`src/rtl/cpu_pkg.sv`:
```
// Shared loader types: FSM state encoding and stream header length.
// The CSUM state exists only when IMEM_LOADER_CHECKSUM_EN is defined.
package cpu_pkg;

  localparam int unsigned HDR_BYTES = 2;

  typedef enum logic [2:0] {
    CNT_HI,
    CNT_LO,
    DATA,
    WRITE,
    DONE,
`ifdef IMEM_LOADER_CHECKSUM_EN
    ERR,
    CSUM
`else
    ERR
`endif
  } state_t;

endpackage

```
`src/rtl/imem_loader.sv`:
```
// Byte-stream boot loader: reads a 16-bit word count, then big-endian words, into instruction memory.
// Optional IMEM_LOADER_CHECKSUM_EN appends a trailing XOR checksum byte.
module imem_loader
  import cpu_pkg::*;
#(
  parameter int unsigned MAX_WORDS = 128,
  parameter logic [31:0] BASE_ADDR = 32'h0000_0000
) (
  input  logic        clk,
  input  logic        reset,
  input  logic        byte_valid,
  input  logic [7:0]  byte_data,
  output logic        byte_ready,
  output logic        mem_we,
  output logic [31:0] mem_addr,
  output logic [31:0] mem_wdata,
  output logic        cpu_hold,
  output logic        load_done,
  output logic        load_err
);

  localparam int unsigned CNT_W = 8 * HDR_BYTES;
  localparam logic [CNT_W:0] MAX_N = (CNT_W + 1)'(MAX_WORDS);

  state_t             r_state;
  logic               r_byte_ready;
  logic               r_we;
  logic [31:0]        r_addr;
  logic [31:0]        r_wdata;
  logic               r_cpu_hold;
  logic               r_done;
  logic               r_err;
  logic [CNT_W-1:0]   r_cnt;
  logic [CNT_W-1:0]   r_idx;
  logic [1:0]         r_lane;
`ifdef IMEM_LOADER_CHECKSUM_EN
  logic [7:0]         r_csum;
`endif

  logic               w_acc;
  logic [CNT_W-1:0]   w_n;
  logic               w_more;

  assign w_acc  = byte_valid & r_byte_ready;
  assign w_n    = {r_cnt[CNT_W-1:8], byte_data};
  assign w_more = ({1'b0, r_idx} + (CNT_W + 1)'(1)) < {1'b0, r_cnt};

  // Outputs are registered alongside the state, so each branch sets them for the state it enters.
  always_ff @(posedge clk or negedge reset) begin
    if (!reset) begin
      r_state      <= CNT_HI;
      r_byte_ready <= 1'b1;
      r_we         <= 1'b0;
      r_addr       <= BASE_ADDR;
      r_wdata      <= '0;
      r_cpu_hold   <= 1'b1;
      r_done       <= 1'b0;
      r_err        <= 1'b0;
      r_cnt        <= '0;
      r_idx        <= '0;
      r_lane       <= '0;
`ifdef IMEM_LOADER_CHECKSUM_EN
      r_csum       <= '0;
`endif
    end else begin
      r_we <= 1'b0;
      case (r_state)
        CNT_HI: begin
          if (w_acc) begin
            r_cnt[CNT_W-1:8] <= byte_data;
            r_state          <= CNT_LO;
          end
        end
        CNT_LO: begin
          if (w_acc) begin
            r_cnt[7:0] <= byte_data;
            if (w_n == '0) begin
`ifdef IMEM_LOADER_CHECKSUM_EN
              r_state      <= CSUM;
`else
              r_state      <= DONE;
              r_byte_ready <= 1'b0;
              r_cpu_hold   <= 1'b0;
              r_done       <= 1'b1;
`endif
            end else if ({1'b0, w_n} > MAX_N) begin
              r_state      <= ERR;
              r_byte_ready <= 1'b0;
              r_err        <= 1'b1;
            end else begin
              r_state <= DATA;
            end
          end
        end
        DATA: begin
          if (w_acc) begin
            r_wdata <= {r_wdata[23:0], byte_data};
            r_lane  <= r_lane + 2'd1;
`ifdef IMEM_LOADER_CHECKSUM_EN
            r_csum  <= r_csum ^ byte_data;
`endif
            if (r_lane == 2'd3) begin
              r_state      <= WRITE;
              r_byte_ready <= 1'b0;
              r_we         <= 1'b1;
            end
          end
        end
        WRITE: begin
          if (w_more) begin
            r_idx        <= r_idx + CNT_W'(1);
            r_addr       <= r_addr + 32'd4;
            r_state      <= DATA;
            r_byte_ready <= 1'b1;
          end else begin
`ifdef IMEM_LOADER_CHECKSUM_EN
            r_state      <= CSUM;
            r_byte_ready <= 1'b1;
`else
            r_state      <= DONE;
            r_cpu_hold   <= 1'b0;
            r_done       <= 1'b1;
`endif
          end
        end
`ifdef IMEM_LOADER_CHECKSUM_EN
        CSUM: begin
          if (w_acc) begin
            r_byte_ready <= 1'b0;
            if (byte_data == r_csum) begin
              r_state    <= DONE;
              r_cpu_hold <= 1'b0;
              r_done     <= 1'b1;
            end else begin
              r_state    <= ERR;
              r_err      <= 1'b1;
            end
          end
        end
`endif
        default: begin
          // DONE and ERR are terminal until reset.
        end
      endcase
    end
  end

  assign byte_ready = r_byte_ready;
  assign mem_we     = r_we;
  assign mem_addr   = r_addr;
  assign mem_wdata  = r_wdata;
  assign cpu_hold   = r_cpu_hold;
  assign load_done  = r_done;
  assign load_err   = r_err;

endmodule

```
`config.mk`:
```
export PLATFORM = sky130hd
export DESIGN_NAME = imem_loader
export DESIGN_NICKNAME = d
export VERILOG_FILES = /design/src/rtl/cpu_pkg.sv /design/src/rtl/imem_loader.sv
export SDC_FILE = /design/constraint.sdc
export NUM_CORES = 1
export LEC_CHECK = 0
export CAP_MARGIN = 10
export CORE_ASPECT_RATIO = 0.75
export CORE_MARGIN = 3
export CORE_UTILIZATION = 45
export DETAILED_ROUTE_END_ITERATION = 8
export GPL_TIMING_DRIVEN = 1
export PLACE_DENSITY = 0.73
export SLEW_MARGIN = 10
export SYNTH_ARGS = -nofsm -noshare
export SYNTH_HDL_FRONTEND = slang
export SYNTH_SLANG_ARGS = --single-unit
export TNS_END_PERCENT = 20
```
`constraint.sdc`:
```
create_clock -name clk -period 8.4 [get_ports clk]
set_clock_uncertainty 0.1 [all_clocks]
set_input_delay 0.84 -clock clk [delete_from_list [all_inputs] [get_ports clk]]
set_output_delay 0.84 -clock clk [all_outputs]
set_load 0.005 [all_outputs]
```
==> results.json <==
{
  "status": "complete, no violations",
  "synth_area_per_cell_um2": 10.91,
  "slowest_stage": "nand4_2",
  "synth-seq-cells": 104,
  "post-place-ws_ns": 3.562,
  "drive_above_1_share_pct": 11.24,
  "numPortBuffers": 77,
  "drt-total-wl_um": 10420,
  "finalMaxSlewViolations": 0,
  "area_growth_syn_to_layout_pct": 23.29,
  "final_common_cell": "dfrtp_1",
  "ys.flop_type": "dfrtp_1",
  "finalWorstSetupSlack_ns": 3.598,
  "place_area_um2": 5841,
  "path_cells": "ha_1 -> nand3_2 -> or2_0 -> nor3_1 -> nand3_1 -> xnor2_1 -> ha_1 -> and3_1 -> a221oi_1 -> o41a_1 -> nand4_2 -> nor4_1 -> xor2_1",
  "cts_hold_repair.buffers": 0,
  "arrival_ns": 4.97,
  "peakVddDrop_mv": 0.09741,
  "num_vias": 3530,
  "coreArea_um2": 10530,
  "power_leakage_nw": 3.032,
  "syn-instance-count": 456,
  "die-area_um2": 12370,
  "cts_tree": "built",
  "synth-xor-area-share_pct": 10.56,
  "clk_pin_slew_ns": 0.07,
  "drv_cap": 0,
  "mostFrequentLayoutCells": "dfrtp_1, clkdlybuf4s50_1, nand2_1, xor2_1, mux2_2",
  "drcViolationCount": 0,
  "max_stage_delay_ns": 0.83,
  "die-width_um": 127.4,
  "grt_max_degree": 77,
  "setup_violations": 0,
  "synthArstFlopShare_pct": 100.0,
  "viasPerCell": 5.269,
  "cts.path.max_buffers": 2,
  "synth_simple_gate_area_share_pct": 15.27,
  "antenna_found_initial": 0,
  "drt_pass1_iterations": 4,
  "crit_buf_inv": 0,
  "hpwl_um": 7502,
  "rrSetupSlack_ns": 3.60,
  "synth-edff-count": 0,
  "worst_setup_path_start_kind": "register",
  "rsz0062_at_grt": "false",
  "rr_endpoint": "mem_addr[19]",
  "clock_latency_ns": 0.34,
  "final_nets": 559,
  "synthMuxAreaShare_pct": 7.923,
  "cts-root-buf": "clkbuf_16",
  "place_congestion": 0.7647,
  "min_path_type": "input port to asynchronous set/reset pin",
  "synth_cell_types": 42,
  "final.min_clock_period_ns": 4.802,
  "num_io_pins": 80,
  "grt_pass1_vias": 3456,
  "synth-adder-area-share_pct": 4.527,
  "dp_cells": 655,
  "post_cts_buffers": 0,
  "cp_max_fo": 38,
  "clock-sinks": 104,
  "min_period_over_period_pct": 57.16,
  "diodes": 0,
  "grt_pass1_wl_um": 17270,
  "crit_type": "register to register",
  "fillers": 875,
  "grt-ovfl-total": 0,
  "hold_viol": 0,
  "tns_ns": 0,
  "cp.required_ns": 8.57,
  "design_area_um2": 6133,
  "synth_area_um2": 4975,
  "slew_headroom_pct": 25.79,
  "end_kind": "register",
  "htree_levels": 3,
  "num_rows": 32,
  "cts_buffers": 9,
  "ant_nets": 0,
  "fmax_ghz": 0.2083,
  "multiInputGateArea_um2": 2170,
  "wire_per_inst_um": 15.54,
  "initial_core_util_pct": 47.24,
  "r2r_cells": 13,
  "initialDrtViolationCount": 217,
  "seq_area_frac_synth_pct": 52.36,
  "die_h_um": 97.06,
  "power-per-cell-area_nw_per_um2": 152.6,
  "path_delay_family": "simple AND/OR/NAND/NOR gates",
  "crit_top_cell": "ha_1",
  "stdcell_count": 670,
  "grtUsageTotal_pct": 17.11,
  "r2r_start": "r_idx[0]",
  "tightest_slew_ns": 1.104,
  "synth-compound-area-share_pct": 5.055,
  "cts_resized": 0,
  "seq_area_um2": 2605,
  "synth_top_family_by_area": "simple AND/OR/NAND/NOR gates",
  "yosys_warnings": 0
}
[area by class of cell]
| cell class | instances | area share (%) |
|---|---|---|
| Clock inverter | 6 | 1.102 |
| Inverter | 28 | 1.714 |
| Sequential cell | 104 | 42.47 |
| Tap cell | 136 | 2.774 |
| Clock buffer | 9 | 3.672 |
| Timing Repair Buffer | 80 | 12.89 |
| Multi-Input combinational cell | 307 | 35.37 |
[kinds of logic after synthesis]
family / count (synthesis)
AND/OR/NAND/NOR: 151
flip-flops: 104
XOR/XNOR: 60
buffers and inverters: 46
AO/OA/AOI/OAI: 41
multiplexers: 35
adder cells (fa/ha/maj): 18
other: 1
[how the worst max path moves through the flow]
stage / startpoint / endpoint / cells past startpoint / slack (ns)
after floorplan: r_idx[0] / mem_addr[27] / 14 / 4.90
after global placement: r_idx[0] / mem_addr[13] / 13 / 3.93
after detailed placement: r_idx[0] / mem_addr[19] / 13 / 3.56
after CTS: r_idx[0] / mem_addr[19] / 13 / 3.54
after global routing: r_idx[0] / mem_addr[19] / 13 / 3.13
final: r_idx[0] / mem_addr[19] / 13 / 3.60
[registers in the layout, summed over array words and instances (netlist names)]
signal and cells:
load_done 1, r_lane 2, byte_ready 1, r_idx 16
cpu_hold 1, mem_we 1, mem_addr 30, r_state 3
mem_wdata 32, load_err 1, r_cnt 16
[stage by stage]
step / util [%] / power [mW] / hold slack, ns
3_5_place_dp: 55.47 / 0.5289 / 0.3646
2_1_floorplan: - / 0.5119 / 0.3379
3_3_place_gp: 55.47 / 0.5286 / 0.3493
4_1_cts: 58.25 / 0.9437 / 0.3239
5_1_grt: 58.25 / 0.9650 / 0.3400
6_report: 58.25 / 0.9357 / 0.3120
[report_power, final]
part	leakage, nW	total, mW	switching (mW)	internal, mW
logic	1.54	0.0180	0.0132	0.00475
clock network	0.138	0.417	0.186	0.231
registers	1.36	0.500	0	0.500
[synth_stat cells, types with 2 or more instances]
cell | count | share of area, %
xor2_1 | 38 | 6.7
nor4_1 | 15 | 1.9
o21ai_0 | 21 | 2.1
dfstp_2 | 2 | 1.1
nand2_1 | 38 | 2.9
nor3_1 | 17 | 1.7
and2_1 | 3 | 0.38
a32oi_1 | 2 | 0.35
clkbuf_1 | 10 | 0.75
dfrtp_1 | 102 | 51
buf_4 | 4 | 0.60
a21oi_1 | 6 | 0.60
mux2_2 | 34 | 7.7
nor2_1 | 25 | 1.9
buf_6 | 3 | 0.68
a31oi_1 | 2 | 0.25
nand2b_1 | 3 | 0.38
inv_1 | 28 | 2.1
xnor2_1 | 22 | 3.9
nand3_1 | 22 | 2.2
ha_1 | 18 | 4.5
nand4_1 | 12 | 1.5
and3b_1 | 2 | 0.35
a21o_1 | 2 | 0.30
and3_1 | 8 | 1.0
[layer usage]
layer	part of all wire, %	vias to the layer above	wire length [um]	track usage (%)
li1	-	1717	-	-
met1	47	1755	4880	23.72
met2	49	50	5101	27.58
met3	3.2	8	329	3.516
met4	0.98	0	102	4.287
met5	0	-	0	0
Note: power is estimated with default switching activity, not from simulation.
